==> config.mk <==
export PLATFORM = sky130hd
export DESIGN_NAME = alu_seq_ctrl
export DESIGN_NICKNAME = d
export VERILOG_FILES = /design/src/rtl/alu_seq_ctrl.sv
export SDC_FILE = /design/constraint.sdc
export NUM_CORES = 1
export LEC_CHECK = 0
export BUFFER_PORTS_ARGS = -buffer_cell sky130_fd_sc_hd__buf_2
export CAP_MARGIN = 20
export CORE_UTILIZATION = 42
export DETAILED_ROUTE_END_ITERATION = 10
export HOLD_SLACK_MARGIN = 0.03
export PLACE_DENSITY = 0.74
export SETUP_SLACK_MARGIN = 0.05
export SYNTH_ARGS = -nofsm -noshare
export SYNTH_HDL_FRONTEND = slang
export SYNTH_SLANG_ARGS = --single-unit
==> constraint.sdc <==
create_clock -name clk -period 1.6 [get_ports clk]
set_input_delay 0.24 -clock clk [delete_from_list [all_inputs] [get_ports clk]]
set_output_delay 0.24 -clock clk [all_outputs]
set_load 0.05 [all_outputs]
==> src/rtl/alu_seq_ctrl.sv <==
// Operand-entry and execution sequencer for the shared 4-bit add/sub ALU.
// Latches A, then B/select, runs one EXEC cycle, and holds a signed-magnitude result in SHOW.
module alu_seq_ctrl #(
    parameter int unsigned HOLD_TICKS = 1000
) (
    input  logic       clk,
    input  logic       reset,
    input  logic       tick,
    input  logic       load,
    input  logic [3:0] sw,
    input  logic       sel_in,
    input  logic [3:0] alu_so,
    input  logic       alu_flag,
    output logic [3:0] alu_a,
    output logic [3:0] alu_b,
    output logic       alu_sel,
    output logic [4:0] result_val,
    output logic       result_neg,
    output logic       result_valid,
    output logic       busy,
    output logic [1:0] state
);

    localparam int unsigned CW = (HOLD_TICKS > 1) ? $clog2(HOLD_TICKS + 1) : 1;
    localparam logic [CW-1:0] LAST = CW'((HOLD_TICKS == 0) ? 0 : HOLD_TICKS - 1);

    typedef enum logic [1:0] {
        IDLE   = 2'd0,
        WAIT_B = 2'd1,
        EXEC   = 2'd2,
        SHOW   = 2'd3
    } state_t;

    state_t        cur_state, nxt_state;
    logic [CW-1:0] hold_cnt;
    logic          ld_a, ld_b, capture, cnt_clr, cnt_inc;
    logic          carry_pos, borrow_neg;
    logic [3:0]    magnitude;

    always_comb begin
        nxt_state = cur_state;
        ld_a      = 1'b0;
        ld_b      = 1'b0;
        capture   = 1'b0;
        cnt_clr   = 1'b0;
        cnt_inc   = 1'b0;
        case (cur_state)
            IDLE: begin
                if (load) begin
                    ld_a      = 1'b1;
                    nxt_state = WAIT_B;
                end
            end
            WAIT_B: begin
                if (load) begin
                    ld_b      = 1'b1;
                    nxt_state = EXEC;
                end
            end
            EXEC: begin
                capture   = 1'b1;
                cnt_clr   = 1'b1;
                nxt_state = SHOW;
            end
            SHOW: begin
                // load wins over tick; HOLD_TICKS == 0 means hold until the next load
                if (load) begin
                    ld_a      = 1'b1;
                    cnt_clr   = 1'b1;
                    nxt_state = WAIT_B;
                end else if (tick && (HOLD_TICKS != 0)) begin
                    if (hold_cnt == LAST) begin
                        cnt_clr   = 1'b1;
                        nxt_state = IDLE;
                    end else begin
                        cnt_inc = 1'b1;
                    end
                end
            end
            default: nxt_state = IDLE;
        endcase
    end

    always_comb begin
        carry_pos  = ~alu_sel & alu_flag;
        borrow_neg = alu_sel & alu_flag;
        magnitude  = borrow_neg ? (~alu_so + 4'd1) : alu_so;
    end

    always_ff @(posedge clk) begin
        if (reset) begin
            cur_state  <= IDLE;
            hold_cnt   <= '0;
            alu_a      <= '0;
            alu_b      <= '0;
            alu_sel    <= 1'b0;
            result_val <= '0;
            result_neg <= 1'b0;
        end else begin
            cur_state <= nxt_state;
            if (ld_a) alu_a <= sw;
            if (ld_b) begin
                alu_b   <= sw;
                alu_sel <= sel_in;
            end
            if (capture) begin
                result_val <= {carry_pos, magnitude};
                result_neg <= borrow_neg;
            end
            if (cnt_clr)      hold_cnt <= '0;
            else if (cnt_inc) hold_cnt <= hold_cnt + 1'b1;
        end
    end

    assign state        = cur_state;
    assign result_valid = (cur_state == SHOW);
    assign busy         = (cur_state == WAIT_B) || (cur_state == EXEC);

endmodule
==> impl_summary.txt, run 1 <==
----------------------------------------------------
[Run status]
  Result of the run ... finished, violations left
  Violated checks ... setup timing

[Drt]
  Vias after detailed routing ... ~1300
  1st-iter DRT viols ... 49
  Wire length per cell ... approximately 13 µm
  Drt first pass iters ... 4
  Routed via count divided by cell count ... about 5.2
  Number of design rule violations left after detail routing ... 0
  Routed WL ... around 3.3 mm
  Remaining antenna violation count after routing ... 0

[Synthesis]
  Async set or reset register ratio after synthesis ... 0
  Prevailing post-synth register cell ... sky130_fd_sc_hd__dfxtp_1
  Dominant combinational cell family by area after synthesis ... simple AND/OR/NAND/NOR gates
  Average size of a mapped cell ... about 9.1 µm²
  Share of the synthesized area in compound gates (AO/OA/AOI/OAI) ... 0.112
  Post-synthesis instance area ... 0.00136 mm²
  Mapped Nets ... 170
  Syn. warnings ... 0
  Share of synthesized area occupied by flip-flops and latches ... 0.398
  Multiplexer area fraction after synthesis ... 0.0442
  Number of distinct library cell variants in the gate-level netlist after synthesis ... 40
  Cells after Synth ... 149
  Seq cells post-synth ... 27
  Post-synthesis share of cell area spent on full adders, half adders and majority gates ... 0.0645
  Number of synthesized flops with an enable pin ... 0
  Xor/xnor share of the synthesized area ... 0.0452
  Area share of and/or/nand/nor cells after synthesis ... 0.302

[Worst setup path]
  Top cell family by delay on the critical path ... simple AND/OR/NAND/NOR gates
  Nature of the critical path startpoint ... flip-flop
  Arrival time worst endpoint ... approximately 1.9 ns
  Crit Path Class ... reg2reg
  Critical path peak fanout ... 4
  Crit. End Element ... flip-flop
  Critical path buffer and inverter count ... 2
  Delay contributed by the slowest stage of the critical path ... between 0.4 and 0.5 ns
  Slowest cell on the critical path ... sky130_fd_sc_hd__dfxtp_4
  Source of the critical timing path ... state[1]
  Startpoint of the worst-slack reg-to-reg timing path ... state[1]
  Cell breakdown of the critical path ... inv_6 -> ha_4 -> or3b_4 -> nor4_4 -> buf_4 -> or3_1 -> a21oi_1
  Required time of the worst setup path ... around 1.8 ns

[Die]
  Number of rows created at floorplan ... 20
  Vertical extent of the die ... slightly below 60 µm
  Starting utilization of the core area ... 0.445
  CORE AREA ... between 0.003 and 0.004 mm²
  Die area ... around 0.0035 mm²
  Ports placed on the boundary ... 33
  Width of the die ... 58.9 µm

[STA]
  Max Clock Freq ... just under 0.6 GHz
  Setup ws final ... -0.0901 ns
  Final Slew Violations ... 0
  Crit share post-route ... 1.06
  Final-report hold violation count ... 0
  RSZ-0062 raised after global routing ... yes
  Worst clock skew ... approximately 0.004 ns
  Transition time of the tightest slew-check pin ... between 0.4 and 0.5 ns
  Clock period minus worst slack ... 1.69 ns
  Final setup violating endpoints ... 3
  Max-Slew Margin vs Limit ... 0.716

[GRT]
  Overall track demand over capacity in global routing ... 0.197
  First-pass GRT wire length ... roughly 5.3 mm
  Via count of the first global-routing pass ... 1241
  Pin count of the biggest net entering global routing ... 18
  Overflow left after global routing ... 0
  Initial antenna violation count ... 0

[Pwr]
  Pleak ... about 0.84 nW
  Power density over the cells ... between 1000 and 1500 mW/mm²
  Peak ir drop on the vdd network ... 0.528 mV

[Final layout]
  Leading cell type in the layout, fill and taps excluded ... sky130_fd_sc_hd__buf_2
  Count of antenna diodes in the layout ... 0
  Final non-filler cell area ... roughly 0.0019 mm²
  Final Net Count ... roughly 230
  P&R area growth vs syn ... 38.2%
  Most frequent cells in the layout ... 30 x sky130_fd_sc_hd__buf_2, 24 x sky130_fd_sc_hd__dfxtp_1, 22 x sky130_fd_sc_hd__buf_4
  Share of cells above drive strength 1 ... 0.414

[CTS]
  Root buffer cell ... sky130_fd_sc_hd__clkbuf_4
  Cts hold-fix bufs ... 0
  Worst-skew pair later-pin latency ... about 0.32 ns
  Number of sinks handled by clock tree synthesis ... 27
  Clock tree from TritonCTS ... done
  Number of clock buffers inserted by TritonCTS ... 3
  Clock Pin Slew Worst Setup and Hold Paths ... roughly 0.15 ns
  Maximum clock path buffer count ... 2
  Number of H-tree branching levels ... 1

[Worst hold path]
  Worst hold start ... sw[0]
  Hold WC Path Type ... in2reg

[Placement]
  Count of buffers from port buffering ... 32
  Post-placement cell area ... ~0.0017 mm²
  HPWL reported at the end of detailed placement ... about 2.3 mm
  Worst slack after detailed placement ... -0.0454 ns
  Final weighted congestion in routability-driven placement ... between 0.8 and 0.9

[Run]
  Max_cap viols ... 0

----------------------------------------------------
## sequential cells by signal, summed over array words and instances (netlist names)
signal      cells
alu_a           4
alu_b           4
alu_sel         1
hold_cnt       10
result_neg      1
result_val      5
state           2
## cell type report
class | instances | area, µm²
Fill cell | 274 | 1180
Multi-Input combinational cell | 113 | 867
Sequential cell | 27 | 549
Timing Repair Buffer | 55 | 353
Tap cell | 44 | 55.1
Clock buffer | 3 | 22.5
Inverter | 4 | 22.5
Clock inverter | 1 | 6.26
## path summary, 6_finish.rpt
path              slack (ns)        to  cells after the start
setup reg to reg       -0.09  state[1]                      7
setup / recovery       -0.09  state[1]                      7
hold reg to reg         0.47  alu_b[0]                      2
hold / removal          0.16  alu_b[0]                      3
## metrics by stage
stage | std cells | TNS, ns | util | hold slack [ns] | power [mW]
after floorplan | 149 | -0.826 | - | 0.387 | 1.85
after global placement | 233 | 0 | 0.554 | 0.440 | 2.08
after detailed placement | 233 | -0.0454 | 0.554 | 0.448 | 2.12
after CTS | 243 | -0.0880 | 0.590 | 0.156 | 2.60
final | 247 | -0.216 | 0.614 | 0.161 | 2.68
after global routing | 247 | -0.578 | 0.614 | 0.145 | 2.81
## synthesized netlist by cell type, types with 2 or more instances
cell type,number,area [µm²]
sky130_fd_sc_hd__a211oi_1,2,15.0
sky130_fd_sc_hd__a21oi_1,9,45.0
sky130_fd_sc_hd__a311oi_1,3,26.3
sky130_fd_sc_hd__and3_1,2,12.5
sky130_fd_sc_hd__clkbuf_1,3,11.3
sky130_fd_sc_hd__dfxtp_1,27,541
sky130_fd_sc_hd__ha_1,7,87.6
sky130_fd_sc_hd__inv_1,4,15.0
sky130_fd_sc_hd__mux2i_1,6,60.1
sky130_fd_sc_hd__nand2_1,11,41.3
sky130_fd_sc_hd__nand2b_1,3,18.8
sky130_fd_sc_hd__nand3_1,10,50.1
sky130_fd_sc_hd__nand3b_1,2,15.0
sky130_fd_sc_hd__nand4_1,2,12.5
sky130_fd_sc_hd__nor2_1,17,63.8
sky130_fd_sc_hd__nor3_1,5,25.0
sky130_fd_sc_hd__o21ai_0,4,20.0
sky130_fd_sc_hd__or2_2,2,12.5
sky130_fd_sc_hd__or3_1,4,25.0
sky130_fd_sc_hd__xnor2_1,3,26.3
sky130_fd_sc_hd__xor2_1,4,35.0
## tightest hold or removal path: stages
cell,delay (ns)
sky130_fd_sc_hd__buf_2,0.11
sky130_fd_sc_hd__nand3_1,0.06
sky130_fd_sc_hd__a21oi_1,0.05
## report_power, final
part	leakage (nW)	internal [mW]	switching, mW	total [mW]
logic	0.598	0.567	0.925	1.49
clock network	0.0183	0.0975	0.209	0.307
registers	0.221	0.787	0.0909	0.878
## layer usage
layer,GRT usage,share of wire,vias up
met4,0.0510,0.023,0
met1,0.237,0.45,617
met3,0.0330,0.039,6
met5,0,0,-
li1,-,-,639
met2,0.360,0.49,33
## repair_timing
| action | CTS | global route |
|---|---|---|
| cloned | 1 | 0 |
| setup endpoints to repair | 13 | 11 |
| buffers inserted | 5 | 4 |
| resized for setup | 9 | 13 |
| pin swaps | 2 | 9 |
## logic make-up after synthesis
family	after synthesis
compound gates	22
xor+xnor	7
fa+ha+maj	7
buf+inv	10
flops	27
mux	6
simple gates	70
(Power assumes the default switching activity.)
==> run 2: changes to the inputs <==
Settings changed: BUFFER_PORTS_ARGS -buffer_cell sky130_fd_sc_hd__buf_2 to -buffer_cell sky130_fd_sc_hd__buf_4.
==> impl_summary.txt, run 2 (synthesis gave the netlist of run 1 again) <==
----------------------------------------------------
[Run status]
  Result of the run ... finished, violations left
  Violated checks ... setup timing

[Final layout]
  Largest register by flop count ... hold_cnt
  Most frequent cells in the layout ... 52 x sky130_fd_sc_hd__buf_4, 23 x sky130_fd_sc_hd__dfxtp_1, 17 x sky130_fd_sc_hd__nor2_1
  Final non-filler cell area ... 0.00197 mm²
  P&R area growth vs syn ... 45.1%
  Top flop regs ... hold_cnt x10, result_val x5
  Max reg flops ... 10
  Final Net Count ... ~230
  Count of antenna diodes in the layout ... 0
  End-of-flow core utilization ... 0.645
  Share of cells above drive strength 1 ... 0.433
  Leading cell type in the layout, fill and taps excluded ... sky130_fd_sc_hd__buf_4
  Filler cell count in the final layout ... around 250

[Pwr]
  Sequential power share ... 0.311
  Net switching power of the design ... between 1 and 1.5 mW
  Logic gate share of total power ... 0.585
  Net Sw Frac ... 0.449
  Power density over the cells ... around 1400 mW/mm²
  Clk pwr share ... 0.104
  Final total power ... 2.81 mW
  Cell internal power dissipation ... around 1.5 mW
  Peak ir drop on the vdd network ... ~0.54 mV
  Pleak ... roughly 0.83 nW

[STA]
  Final-report hold violation count ... 0
  Crit share post-route ... 1.07
  Max Clock Freq ... just under 0.6 GHz
  Transition time of the tightest slew-check pin ... about 0.42 ns
  RSZ-0062 raised after global routing ... yes
  Final Slew Violations ... 0
  Final setup violating endpoints ... 3
  Worst clock skew ... just under 0.003 ns
  Total negative slack ... -0.198 ns
  Setup ws final ... -0.105 ns
  Clock period minus worst slack ... 1.71 ns
  Max-Slew Margin vs Limit ... 0.717

[Worst setup path]
  Count of cells along the worst register-to-register path ... 6
  Startpoint of the worst-slack reg-to-reg timing path ... state[1]
  Worst-case register-to-register setup slack ... -0.11 ns
  Critical path peak fanout ... 4
  Required time of the worst setup path ... between 1.5 and 2 ns
  Nature of the critical path startpoint ... flip-flop
  Crit Path Class ... reg2reg
  Arrival time worst endpoint ... ~1.9 ns
  Worst flop-to-flop path endpoint ... state[0]
  Crit. End Element ... flip-flop

[GRT]
  Via count of the first global-routing pass ... 1148
  First-pass GRT wire length ... 5.15 mm
  Initial antenna violation count ... 0
  Pin count of the biggest net entering global routing ... 18
  Overall track demand over capacity in global routing ... 0.194
  Overflow left after global routing ... 0

[Die]
  Width of the die ... approximately 60 µm
  Starting utilization of the core area ... 0.445
  Die area ... ~0.0035 mm²
  Ports placed on the boundary ... 33
  CORE AREA ... between 0.003 and 0.004 mm²
  Vertical extent of the die ... 58.9 µm
  Number of rows created at floorplan ... 20

[Placement]
  Worst slack after detailed placement ... -0.0741 ns
  Count of buffers from port buffering ... 32
  Post-placement cell area ... between 0.0015 and 0.002 mm²
  HPWL reported at the end of detailed placement ... ~2.3 mm
  Final weighted congestion in routability-driven placement ... roughly 0.84

[CTS]
  Cts hold-fix bufs ... 0
  Maximum clock path buffer count ... 2
  Root buffer cell ... sky130_fd_sc_hd__clkbuf_4
  Worst-skew pair later-pin latency ... approximately 0.32 ns
  Number of sinks handled by clock tree synthesis ... 27
  Number of clock buffers inserted by TritonCTS ... 3
  Clock tree from TritonCTS ... done
  Clock Pin Slew Worst Setup and Hold Paths ... 0.15 ns
  Number of H-tree branching levels ... 1

[Worst hold path]
  Hold WC Path Type ... in2reg
  Worst-case hold path end point ... alu_a[2]
  Worst hold start ... sw[2]
  Worst hold path cell count ... 3

[Drt]
  Routed via count divided by cell count ... 5.23
  1st-iter DRT viols ... 87
  Routed WL ... roughly 3.5 mm
  Remaining antenna violation count after routing ... 0
  Vias after detailed routing ... between 1000 and 1500
  Drt first pass iters ... 4
  Wire length per cell ... about 14 µm
  Number of design rule violations left after detail routing ... 0

[Run]
  Max_cap viols ... 0

----------------------------------------------------
-- run 2: power groups by stage --
stage	registers, mW	logic, mW	clock network (mW)
finish	0.874	1.64	0.293
global placement	0.883	1.28	0
global route	0.885	1.74	0.321
CTS	0.869	1.51	0.301
floorplan	1.23	0.624	0
detailed placement	0.893	1.33	0
-- run 2: worst max path at each step --
stage	startpoint	depth (start not counted)	endpoint
floorplan	state[1]	7	state[0]
global placement	state[0]	6	state[0]
detailed placement	state[0]	6	state[0]
CTS	state[1]	6	state[0]
global route	state[1]	6	state[0]
finish	state[1]	6	state[0]
-- run 2: area by class of cell --
type / instances / area (µm²) / share of cell area
Clock buffer: 3 / 22.5 / 0.0114
Clock inverter: 1 / 5.00 / 0.00254
Inverter: 4 / 20.0 / 0.0102
Multi-Input combinational cell: 113 / 883 / 0.449
Sequential cell: 27 / 551 / 0.280
Tap cell: 44 / 55.1 / 0.0280
Timing Repair Buffer: 55 / 433 / 0.220
-- run 2: routing by layer --
metal  track usage  share of wire  vias up  wire (µm)
met4        0.0510          0.012        0         43
met5             0              0        -          0
met1         0.257           0.42      611       1470
met2         0.328           0.51       41       1780
li1              -              -      637          -
met3        0.0308          0.059        4        208
-- run 2: timing repair --
item | in CTS | in global routing
setup endpoints to repair | 13 | 13
resized for setup | 8 | 12
setup buffers | 4 | 5
hold endpoints to repair | 0 | 0
gates cloned | 1 | 0
pin swaps | 5 | 9
-- run 2: critical path: stages, from the launching register on --
cell and delay, ns:
sky130_fd_sc_hd__dfxtp_4 0.42, sky130_fd_sc_hd__inv_6 0.05, sky130_fd_sc_hd__ha_4 0.15, sky130_fd_sc_hd__or3b_4 0.39, sky130_fd_sc_hd__nor4_4 0.23, sky130_fd_sc_hd__o22ai_2 0.13
sky130_fd_sc_hd__a221oi_2 0.25
-- run 2: through the flow --
step,hold slack (ns),instances
4_1_cts,0.156,242
3_5_place_dp,0.449,233
6_report,0.162,247
3_3_place_gp,0.444,233
2_1_floorplan,0.387,149
5_1_grt,0.163,247
